<file path="src/rtl/div_pkg.sv">
// +--------------------------------------------------------------------------+
// | div_pkg : shared types and helpers for the arbitrated divider            |
// | Rev 1.0 : initial release                                                |
// +--------------------------------------------------------------------------+
`default_nettype none

package div_pkg;

    localparam int DIV_WIDTH = 26;

    typedef enum logic [1:0] {
        IDLE = 2'd0,
        CALC = 2'd1,
        DONE = 2'd2
    } div_state_t;

    // Index width for n requestors; a single requestor still gets one bit.
    function automatic int ch_width(input int n);
        int w;
        w = 1;
        while ((1 << w) < n) w++;
        return w;
    endfunction

endpackage

`default_nettype wire

</file>
<file path="src/rtl/rr_arbiter.sv">
// +--------------------------------------------------------------------------+
// | rr_arbiter : combinational round-robin pick, searching up from ptr       |
// | Rev 1.0 : initial release                                                |
// +--------------------------------------------------------------------------+
`default_nettype none

module rr_arbiter
    import div_pkg::*;
#(
    parameter int CHANNELS = 2,
    parameter int CH_W     = ch_width(CHANNELS)
) (
    input  logic [CHANNELS-1:0] req,
    input  logic [CH_W-1:0]     ptr,
    output logic [CHANNELS-1:0] winner,
    output logic [CH_W-1:0]     winner_idx,
    output logic                any
);

    logic [CH_W:0]   w_sum;
    logic [CH_W-1:0] w_cand;

    always_comb begin
        winner_idx = '0;
        any        = 1'b0;
        w_sum      = '0;
        w_cand     = '0;
        for (int i = 0; i < CHANNELS; i++) begin
            w_sum = {1'b0, ptr} + (CH_W+1)'(i);
            if (w_sum >= (CH_W+1)'(CHANNELS)) begin
                w_sum = w_sum - (CH_W+1)'(CHANNELS);
            end
            w_cand = w_sum[CH_W-1:0];
            if (!any && req[w_cand]) begin
                any        = 1'b1;
                winner_idx = w_cand;
            end
        end
    end

    assign winner = any ? (CHANNELS'(1) << winner_idx) : '0;

endmodule

`default_nettype wire

</file>
<file path="src/rtl/multi_channel_divider.sv">
// +--------------------------------------------------------------------------+
// | multi_channel_divider : round-robin shared restoring unsigned divider    |
// | Rev 1.0 : initial release                                                |
// +--------------------------------------------------------------------------+
`default_nettype none

module multi_channel_divider
    import div_pkg::*;
#(
    parameter int WIDTH    = DIV_WIDTH,
    parameter int CHANNELS = 2,
    parameter int CH_W     = ch_width(CHANNELS)
) (
    input  logic                      clock,
    input  logic                      reset,
    input  logic                      en,
    input  logic [CHANNELS-1:0]       req,
    input  logic [CHANNELS*WIDTH-1:0] dividend,
    input  logic [CHANNELS*WIDTH-1:0] divisor,
    output logic [CHANNELS-1:0]       grant,
    output logic [CHANNELS-1:0]       valid,
    output logic [WIDTH-1:0]          res,
    output logic [WIDTH-1:0]          rem,
    output logic                      div_by_zero,
    output logic                      busy,
    output logic [CH_W-1:0]           active_ch
);

    localparam int CNT_W = $clog2(WIDTH + 1);

    div_state_t          r_state;
    div_state_t          w_next;
    logic                w_accept;

    logic [CH_W-1:0]     r_ptr;
    logic [CHANNELS-1:0] w_win_onehot;
    logic [CH_W-1:0]     w_win_idx;
    logic                w_win_any;
    logic [WIDTH-1:0]    w_win_dvd;
    logic [WIDTH-1:0]    w_win_dvs;
    logic                w_win_zero;

    logic [WIDTH-1:0]    r_part;
    logic [WIDTH-1:0]    r_quo;
    logic [WIDTH-1:0]    r_dvs;
    logic                r_zero;
    logic [CNT_W-1:0]    r_cnt;

    logic [WIDTH:0]      w_shift;
    logic [WIDTH-1:0]    w_diff;
    logic                w_ge;

    rr_arbiter #(
        .CHANNELS (CHANNELS),
        .CH_W     (CH_W)
    ) u_arb (
        .req        (req),
        .ptr        (r_ptr),
        .winner     (w_win_onehot),
        .winner_idx (w_win_idx),
        .any        (w_win_any)
    );

    assign w_win_dvd  = dividend[int'(w_win_idx)*WIDTH +: WIDTH];
    assign w_win_dvs  = divisor[int'(w_win_idx)*WIDTH +: WIDTH];
    assign w_win_zero = (w_win_dvs == '0);

    // The stored remainder is always below the divisor, so only the shifted
    // value needs the extra bit for the compare.
    assign w_shift = {r_part, r_quo[WIDTH-1]};
    assign w_ge    = (w_shift >= {1'b0, r_dvs});
    assign w_diff  = w_shift[WIDTH-1:0] - r_dvs;

    assign busy = (r_state != IDLE);

    always_ff @(posedge clock) begin
        if (reset) begin
            r_state <= IDLE;
        end else begin
            r_state <= w_next;
        end
    end

    always_comb begin
        w_next   = r_state;
        w_accept = 1'b0;
        case (r_state)
            IDLE: begin
                if (en && w_win_any) begin
                    w_accept = 1'b1;
                    w_next   = w_win_zero ? DONE : CALC;
                end
            end
            CALC: begin
                if (en && (r_cnt == CNT_W'(1))) begin
                    w_next = DONE;
                end
            end
            DONE: begin
                if (en) begin
                    w_next = IDLE;
                end
            end
            default: w_next = IDLE;
        endcase
    end

    always_ff @(posedge clock) begin
        if (reset) begin
            r_ptr       <= '0;
            grant       <= '0;
            valid       <= '0;
            res         <= '0;
            rem         <= '0;
            div_by_zero <= 1'b0;
            active_ch   <= '0;
            r_part      <= '0;
            r_quo       <= '0;
            r_dvs       <= '0;
            r_zero      <= 1'b0;
            r_cnt       <= '0;
        end else begin
            // Pulses clear on every edge, even with en low.
            grant <= '0;
            valid <= '0;
            if (w_accept) begin
                grant     <= w_win_onehot;
                active_ch <= w_win_idx;
                r_ptr     <= (w_win_idx == CH_W'(CHANNELS-1)) ? '0 : w_win_idx + 1'b1;
                r_part    <= '0;
                r_quo     <= w_win_dvd;
                r_dvs     <= w_win_dvs;
                r_zero    <= w_win_zero;
                r_cnt     <= CNT_W'(WIDTH);
            end
            if (en && (r_state == CALC)) begin
                r_part <= w_ge ? w_diff : w_shift[WIDTH-1:0];
                r_quo  <= {r_quo[WIDTH-2:0], w_ge};
                r_cnt  <= r_cnt - 1'b1;
            end
            if (en && (r_state == DONE)) begin
                valid       <= CHANNELS'(1) << active_ch;
                div_by_zero <= r_zero;
                if (r_zero) begin
                    res <= '1;
                    rem <= r_quo;
                end else begin
                    res <= r_quo;
                    rem <= r_part;
                end
            end
        end
    end

endmodule

`default_nettype wire

</file>
<file path="config.mk">
export PLATFORM = sky130hd
export DESIGN_NAME = multi_channel_divider
export DESIGN_NICKNAME = d
export VERILOG_FILES = /design/src/rtl/div_pkg.sv /design/src/rtl/rr_arbiter.sv /design/src/rtl/multi_channel_divider.sv
export SDC_FILE = /design/constraint.sdc
export NUM_CORES = 1
export LEC_CHECK = 0
export CAP_MARGIN = 40
export CORE_ASPECT_RATIO = 1.2
export CORE_MARGIN = 2
export CORE_UTILIZATION = 40
export CTS_BUF_LIST = sky130_fd_sc_hd__clkbuf_8 sky130_fd_sc_hd__clkbuf_16
export DETAILED_ROUTE_END_ITERATION = 16
export DONT_BUFFER_PORTS = 1
export PLACE_DENSITY = 0.55
export SLEW_MARGIN = 40
export SYNTH_ARGS = -nofsm -noshare
export SYNTH_HDL_FRONTEND = slang
export SYNTH_HIERARCHICAL = 1
export SYNTH_SLANG_ARGS = --single-unit
</file>
<file path="constraint.sdc">
create_clock -name clock -period 6 [get_ports clock]
set_clock_uncertainty 0.1 [all_clocks]
set_input_delay 0.6 -clock clock [delete_from_list [all_inputs] [get_ports clock]]
set_output_delay 0.6 -clock clock [all_outputs]
set_load 0.02 [all_outputs]
</file>
; Word-level counts from Yosys, hierarchy flattened
; Index checks and enable logic that the tools add are counted.
[word_totals]
inputBits = 109
regBits = 145
elab_cells = 78
output_inout_bits = 59
[op_classes]
muxes = 27
n_eq_ne = 6
n_shift = 4
bitwise = 3
n_reduce_logical = 13
add_sub_neg = 6
magnitude_cmp = 5
mul = 1
[op_table]
columns = operator, count
row1 = $mux 26, 7
row2 = $shiftx 52x32->26, 1
row3 = $shiftx 52x7->26, 1
row4 = $ge 27x26->1, 1
row5 = $logic_not 26->1, 1
row6 = $sub 26x26->26, 1
row7 = $mux 1, 13
row8 = $mux 5, 2
row9 = $mux 2, 4
row10 = $ne 2x2->1 const B, 3
row11 = $pmux 2 s3, 1
row12 = $eq 5x1->1 const B, 1
row13 = $logic_and 1x1->1, 5
row14 = $mul 1x4->5 const B, 1
row15 = $sub 5x1->5 const B, 1
row16 = $lt 1x2->1 const B, 2
row17 = $reduce_bool 2->1, 2
row18 = $shl 1x1->2 const A, 2
row19 = $not 1->1, 3
row20 = $reduce_and 3->1, 1
row21 = $reduce_or 3->1, 1
row22 = $add 1x1->2 const B, 1
row23 = $eq 2x1->1 const B, 1
row24 = $eq 2x2->1 const B, 1
row25 = other kinds (7), 8

; Logic depth before layout (Yosys ltp)
; Gate-level depths: netlist of the first run.
[depth]
word_depth = 14
mapped_depth = 14
mapped_depth_nobuf = 13

; Modules after synthesis
; Netlist of the first run, hierarchy kept.
[by_module_without_submodules]
columns = module, area_per_inst_um2, cells_each, seq_area_each_um2, n_inst
row1 = multi_channel_divider, 7636.1, 913, 2902.8, 1
row2 = rr_arbiter, 32.5, 5, 0.0, 1

; Worst setup path after synthesis of the first run
; OpenSTA, ideal clock, no wires.
[synth_timing]
path_kind = register to register
start = reg r_quo[25]
end = reg r_part[22]
required_ps = 5778
t_arrival_ps = 2406
path_stages_with_launch = 14
period_less_slack_ps = 2628
slack_ps = 3372
n_path_buf = 0
setup_ps = 122
path_cell_list = dfxtp_1 -> inv_1 -> ha_1 -> inv_1 -> fa_1 -> a21o_1 -> a21oi_1 -> o21ai_0 -> a21boi_0 -> o21ai_0 -> a32oi_1 -> o21ai_0 -> xnor2_1 -> o21ai_1
[synth_via]
elab_chain_cells = 3
elab_cells_between_ends = 4
classes_between = 1 x add/sub / 1 x order compare / 2 x mux
[synth_rtl]
columns = element, line
row1 = "start, declared", multi_channel_divider.sv:44  ; logic [WIDTH-1:0] r_quo;
row2 = "start signal, assigned", multi_channel_divider.sv:131  ; r_quo <= w_win_dvd;
row3 = "start signal, assigned", multi_channel_divider.sv:138  ; r_quo <= {r_quo[WIDTH-2:0], w_ge};
row4 = $sub 26x26->26 or $ge 27x26->1 (tied branches), "multi_channel_divider.sv:72, multi_channel_divider.sv:71"
row5 = $mux 26 *, multi_channel_divider.sv:137  ; r_part <= w_ge ? w_diff : w_shift[WIDTH-1:0];
row6 = $mux 26 *, multi_channel_divider.sv:136  ; if (en && (r_state == CALC)) begin
row7 = "end signal, assigned", multi_channel_divider.sv:137
row8 = "end, declared", multi_channel_divider.sv:43  ; logic [WIDTH-1:0] r_part;
; Mark *: on every way between the ends. The rest lies on a longest branch, timed or not.
; A chain may end at the register's enable or synchronous reset.

; Final worst setup path of the first run
; Same ends and word-level chain as after synthesis.

==> results of run 1 <==
[cells by family after synthesis]
kind of cell	after synthesis	share of synthesized area [%]
AOI/OAI and AO/OA	210	19.5
muxes	83	10.9
buffers and inverters	105	5.45
xor gates and xnor gates	21	2.40
and+or+nand+nor	325	19.1
adders and majority gates	29	4.83
DFF	145	37.9
[power by group]
part / switching (W) / total, W / leakage [nW] / internal, W
Clock: 0.000410 / 0.00105 / 0.290 / 0.000638
Combinational: 0.000200 / 0.000338 / 1.75 / 0.000139
Sequential: 0.0000332 / 0.00103 / 1.18 / 0.000999
[layout by cell type, fill, tap and decap left out, types with 3 or more instances in the layout]
master / synthesis / final
a32oi_1: 7 / 7
xor2_1: 8 / 8
mux2i_1: 81 / 81
o21ai_1: 4 / 4
inv_1: 36 / 38
a21oi_1: 29 / 29
xnor2_1: 13 / 13
nand3_1: 8 / 8
nor3b_1: 5 / 5
a22o_1: 9 / 9
clkbuf_8: 0 / 3
nor4_1: 15 / 15
a31oi_1: 3 / 3
clkinv_2: 0 / 3
a221oi_1: 27 / 27
nor2_1: 160 / 159
nor2b_1: 4 / 4
o21ai_0: 29 / 29
clkbuf_16: 0 / 17
and3_1: 3 / 3
ha_1: 28 / 28
nand4_1: 5 / 5
a21o_1: 22 / 22
a211oi_1: 56 / 56
buf_4: 1 / 10
o21bai_1: 5 / 5
nand2_1: 43 / 42
nand2b_1: 4 / 4
dfxtp_1: 145 / 144
nor3_1: 65 / 64
[Yosys cell counts, types with 2 or more instances]
library cell,instances
nor2_1,160
dfxtp_1,145
mux2i_1,81
nor3_1,65
a211oi_1,56
clkbuf_1,53
nand2_1,43
inv_1,36
a21oi_1,29
o21ai_0,29
ha_1,28
a221oi_1,27
a21o_1,22
nor4_1,15
xnor2_1,13
a22o_1,9
buf_1,9
nand3_1,8
xor2_1,8
a32oi_1,7
nand4_1,5
nor3b_1,5
o21bai_1,5
buf_2,4
nand2b_1,4
nor2b_1,4
o21ai_1,4
a21boi_1,3
a31oi_1,3
and2_1,3
and3_1,3
and3b_1,2
buf_6,2
mux2_2,2
nand3b_1,2
o22ai_1,2
o31ai_1,2
[flip-flops by register name (all words and copies together), names as in the netlist]
signal       count
r_ptr            1
r_cnt            5
div_by_zero      1
r_zero           1
grant            2
valid            2
r_state          2
res             26
rem             26
r_part          26
r_quo           26
r_dvs           26
active_ch        1
[per-stage QoR]
step	instances	instance area [µm²]	setup WS, ns	util (%)	total power, W
after global placement	1114	7800	2.92	41.4	0.00139
final	1147	8410	2.81	44.6	0.00242
after detailed placement	1116	7820	2.87	41.5	0.00139
after floorplan	918	7670	3.37	-	0.00133
after CTS	1147	8410	2.83	44.6	0.00245
after global routing	1147	8410	2.59	44.6	0.00253
[worst reg2reg max path, cell delays in order, from the launching register on]
cell	delay, ns
dfxtp_1	0.36
inv_1	0.08
ha_1	0.16
inv_1	0.06
fa_1	0.39
a21o_1	0.20
a21oi_1	0.29
o21ai_0	0.16
a21boi_0	0.31
o21ai_0	0.24
a32oi_1	0.34
o21ai_0	0.16
xnor2_1	0.16
o21ai_1	0.06
[worst max path at each step]
stage | start | end | slack (ns) | cells after the start
floorplan | r_quo[25] | r_part[22] | 3.37 | 13
global placement | r_quo[25] | r_part[22] | 2.92 | 13
detailed placement | r_quo[25] | r_part[22] | 2.87 | 13
CTS | r_quo[25] | r_part[22] | 2.83 | 13
global route | r_quo[25] | r_part[22] | 2.59 | 13
finish | r_quo[25] | r_part[22] | 2.81 | 13
[metal layers]
| metal | vias up | global-route usage (%) | wire length [µm] |
|---|---|---|---|
| met5 | - | 0 | 0 |
| met1 | 2911 | 27.7 | 9850 |
| met2 | 177 | 29.3 | 8660 |
| li1 | 3230 | - | - |
| met4 | 0 | 5.02 | 223 |
| met3 | 21 | 4.87 | 1200 |
[layout make-up]
type	count	area, µm²	area share, %
flip-flops and latches	145	2900	34.5
clock buffers	20	467	5.55
clock inverters	11	115	1.37
inverters	36	135	1.61
multi-input cells	668	4380	52.1
well taps	256	320	3.81
repair buffers	11	86.3	1.03
==> results.json, run 1 <==
{
  "crit_chain": "inv_1, ha_1, inv_1, fa_1, a21o_1, a21oi_1, o21ai_0, a21boi_0, o21ai_0, a32oi_1, o21ai_0, xnor2_1, o21ai_1",
  "route.detailed.drc": 0,
  "cp.arrival_ns": 3.40,
  "max-cap-violations": 0,
  "final_nets": 1017,
  "ys_seq_elements": 145,
  "port_buffers": 0,
  "slowest_stage": "fa_1",
  "critPathBufInv": 2,
  "post-cts-setup-buffers": 0,
  "die_y_um": 156,
  "grt_setup_unrepaired": "no",
  "rows": 55,
  "p_leak_nw": 3.22,
  "yosysSeqAreaShare_pct": 37.9,
  "vias": 6339,
  "slowest_delay_ns": 0.39,
  "synth_top_flop_cell": "dfxtp_1",
  "startpoint_type": "register",
  "p_per_area_nw_per_um2": 288,
  "hold_path_class": "in -> reg",
  "slew-limit-headroom_pct": 46.7,
  "min_path_cells": 1,
  "crit_path_max_fanout": 5,
  "reg2reg_to": "r_part[22]",
  "routedWlPerCell_um": 17.4,
  "min_period_over_period_pct": 53.1,
  "synthArstFlopShare_pct": 0,
  "clk_pin_slew_worst_paths_ns": 0.06,
  "drive_gt1_share_pct": 6.06,
  "cts_tree": "built",
  "finalHoldViolCount": 0,
  "ant_nets": 0,
  "drtIter0Drc": 351,
  "clk_latency_ns": 0.42,
  "status": "complete, no violations",
  "crit_family": "compound AO/OA/AOI/OAI gates",
  "hpwl_um": 14200,
  "synth_edf_count": 0,
  "crit_top_cell": "o21ai_0",
  "synth_top_cell_by_area": "dfxtp_1",
  "dr.pass1.iters": 5,
  "fin_crit_ns": 3.19,
  "top_level_ports": 168,
  "drt_wl_total_um": 19900,
  "r2r_cells": 13,
  "hold_end": "valid[0]",
  "start_util_pct": 40.7,
  "clock-sinks": 145,
  "r2r-start": "r_quo[25]",
  "fmax_mhz": 314,
  "worstSetupPathType": "reg -> reg",
  "syn2layout_area_growth_pct": 9.61,
  "syn_inst": 918,
  "fin_hold_ws_ns": 0.150,
  "grt_usage_pct": 19.4,
  "r2r_slack_ns": 2.81,
  "place_congestion": 0.863,
  "avgSynthCellArea_um2": 8.35,
  "fin_setup_tns_ns": 0,
  "die_area_um2": 20300,
  "cts_root_buf": "clkbuf_16",
  "worst_slew_pin_slew_ns": 0.799,
  "crit_required_ns": 6.21,
  "grt_pass1_wl_um": 31100,
  "vias_per_cell": 5.53,
  "grt_max_degree": 123,
  "synth_area_leaders": "dfxtp_1, mux2i_1, nor2_1, a211oi_1, ha_1",
  "ys_warn_count": 6,
  "final_max_slew_viol_count": 0,
  "endpoint_kind": "register",
  "setup_viol": 0,
  "synth_top_area_share_pct": 37.9,
  "ctsResizeCount": 0,
  "synth_cell_types": 57,
  "grt_overflow": 0,
  "antenna_found_initial": 0,
  "peakVddDrop_mv": 0.202,
  "cts_inserted_buffers": 17,
  "cts_hold_buf": 0,
  "cts-htree-levels": 4,
  "die_w_um": 130,
  "syn_area_um2": 7670,
  "ctsLongestPathBuffers": 2,
  "fill_cells": 1969,
  "coreArea_um2": 18900,
  "syn_nets": 1056,
  "antennaDiodeCount": 0,
  "grt_pass1_vias": 5868,
  "hp-start": "reset"
}
Power figures use the tool's default switching activity.
==> run 2: changes to the inputs <==
--- a/config.mk
+++ b/config.mk
@@ -12,7 +12,7 @@
 export CTS_BUF_LIST = sky130_fd_sc_hd__clkbuf_8 sky130_fd_sc_hd__clkbuf_16
 export DETAILED_ROUTE_END_ITERATION = 16
 export DONT_BUFFER_PORTS = 1
-export PLACE_DENSITY = 0.55
+export PLACE_DENSITY = 0.57
 export SLEW_MARGIN = 40
 export SYNTH_ARGS = -nofsm -noshare
 export SYNTH_HDL_FRONTEND = slang
==> constraint.sdc (replaced) <==
create_clock -name clock -period 2.9 [get_ports clock]
set_clock_uncertainty 0.1 [all_clocks]
set_input_delay 0.29 -clock clock [delete_from_list [all_inputs] [get_ports clock]]
set_output_delay 0.29 -clock clock [all_outputs]
set_load 0.02 [all_outputs]
==> run 2 against run 1 <==
  * Register-to-register slack got worse by 2.7 ns
  * Utilization rose by 2.4 points
  * Sequential cell count did not move
  * Combinational power rose by 130%
  * Clock-buffer cell count fell by 1
  * Clock power rose by 120%
  * Global-route usage rose by 0.66 points
  * Largest power group unchanged
==> results.json, run 2 (same netlist as run 1, synthesis figures left out) <==
{
  "switching_power_w": 0.00142,
  "grt_max_degree": 120,
  "p_int_w": 0.00382,
  "max-cap-violations": 0,
  "cts_inserted_buffers": 17,
  "routedWlPerCell_um": 17.1,
  "die_w_um": 130,
  "crit_chain": "inv_1, ha_1, inv_1, fa_1, a21o_1, a21oi_1, o21ai_0, a21boi_1, o21ai_1, a32oi_1, o21ai_0, xnor2_1, o21ai_1",
  "design_area_um2": 8860,
  "p_leak_nw": 3.44,
  "vias": 6517,
  "vias_per_cell": 5.49,
  "drt_wl_total_um": 20300,
  "grt_setup_unrepaired": "yes",
  "endpoint_kind": "register",
  "dp_slack_ns": 0.00521,
  "slowest_delay_ns": 0.40,
  "crit_path_max_fanout": 3,
  "worst_slew_pin_slew_ns": 0.621,
  "grt_pass1_wl_um": 32100,
  "post_dp_cell_area_um2": 8050,
  "final_cell_mix": "nor2_1, dfxtp_1, mux2i_1, nor3_1, a211oi_1",
  "final_max_slew_viol_count": 0,
  "antennaDiodeCount": 0,
  "cp.arrival_ns": 3.01,
  "top_level_ports": 168,
  "grt_usage_pct": 20.1,
  "p_clk_share_pct": 44.2,
  "coreArea_um2": 18900,
  "finalHoldViolCount": 0,
  "crit_family": "compound AO/OA/AOI/OAI gates",
  "min_period_over_period_pct": 96.4,
  "hpwl_um": 14700,
  "peakVddDrop_mv": 0.412,
  "hold_path_class": "in -> reg",
  "cts_tree": "built",
  "slew-limit-headroom_pct": 58.6,
  "dr.pass1.iters": 4,
  "p_per_area_nw_per_um2": 591,
  "setup_viol": 0,
  "drtIter0Drc": 379,
  "utilization_pct": 47.0,
  "startpoint_type": "register",
  "fin_crit_ns": 2.80,
  "layout_setup_ws_ns": 0.104,
  "place_congestion": 0.906,
  "ctsLongestPathBuffers": 2,
  "seqPwrFrac_pct": 41.0,
  "cts_root_buf": "clkbuf_16",
  "syn2layout_area_growth_pct": 15.5,
  "route.detailed.drc": 0,
  "multi_input_area_um2": 4400,
  "seqCellArea_um2": 2900,
  "grt_pass1_vias": 6171,
  "crit_required_ns": 3.11,
  "port_buffers": 0,
  "switching_share_pct": 27.1,
  "grt_overflow": 0,
  "final_nets": 1057,
  "slowest_stage": "fa_1",
  "fmax_mhz": 358,
  "fill_cells": 1950,
  "drive_gt1_share_pct": 9.76,
  "start_util_pct": 40.7,
  "cts-htree-levels": 4,
  "status": "complete, no violations",
  "die_area_um2": 20300,
  "die_y_um": 156,
  "final_common_cell": "nor2_1",
  "worstSetupPathType": "reg -> reg",
  "clk_pin_slew_worst_paths_ns": 0.06,
  "antenna_found_initial": 0,
  "clock-sinks": 145,
  "ant_nets": 0,
  "rows": 55,
  "critPathBufInv": 2,
  "pwr-share-comb_pct": 14.9,
  "clk_latency_ns": 0.43
}
## run 2: changes by cell type in the layout (fill, tap and decap cells not counted), moves of 3 or more
cell,previous run,this run
inv_6,0,3
dlygate4sd3_1,0,11
clkinv_2,3,0
buf_12,0,3
buf_4,10,36
## run 2: area by class of cell
class	instances	area share, %
clock buffers	19	5.11
clock inverters	13	1.96
inverters	36	1.53
multi-input cells	668	49.7
flip-flops and latches	145	32.8
well taps	256	3.62
repair buffers	51	5.28
## run 2: path summary, 6_finish.rpt
check	from	to	slack, ns	cells past startpoint
setup / recovery	r_quo[25]	r_part[22]	0.10	13
hold reg to reg	r_cnt[4]	r_cnt[4]	0.38	1
hold / removal	divisor[15]	r_dvs[15]	0.007	2
setup reg to reg	r_quo[25]	r_part[22]	0.10	13
## run 2: per-stage QoR
stage / std cells / power (W) / setup TNS (ns) / hold WS (ns)
finish: 1188 / 0.00524 / 0 / 0.00690
global route: 1188 / 0.00546 / -0.0720 / 0.0203
global placement: 1142 / 0.00291 / 0 / 0.270
detailed placement: 1142 / 0.00292 / 0 / 0.271
floorplan: 918 / 0.00274 / 0 / 0.343
CTS: 1186 / 0.00527 / 0 / 0.00121
## run 2: what timing repair did
item,CTS,global route
buffers inserted,0,2
setup endpoints to repair,1,10
pin swaps,0,3
endpoints found under the hold margin,119,0
hold buffers,12,0
resized for setup,1,7
## run 2: power by group through the flow
stage / Combinational (W) / Sequential [W] / Clock (W)
after detailed placement: 0.000729 / 0.00219 / 0
after CTS: 0.000773 / 0.00215 / 0.00235
after global placement: 0.000725 / 0.00219 / 0
final: 0.000779 / 0.00214 / 0.00231
after global routing: 0.000867 / 0.00216 / 0.00244
after floorplan: 0.000588 / 0.00216 / 0
## run 2: metal layers
| layer | global-route usage, % | share of wire [%] | up-vias | wire length [µm] |
|---|---|---|---|---|
| met4 | 6.33 | 1.2 | 0 | 237 |
| met1 | 28.0 | 47 | 2998 | 9550 |
| met3 | 3.91 | 5.9 | 15 | 1200 |
| met5 | 0 | 0 | - | 0 |
| met2 | 31.3 | 46 | 173 | 9300 |
| li1 | - | - | 3331 | - |
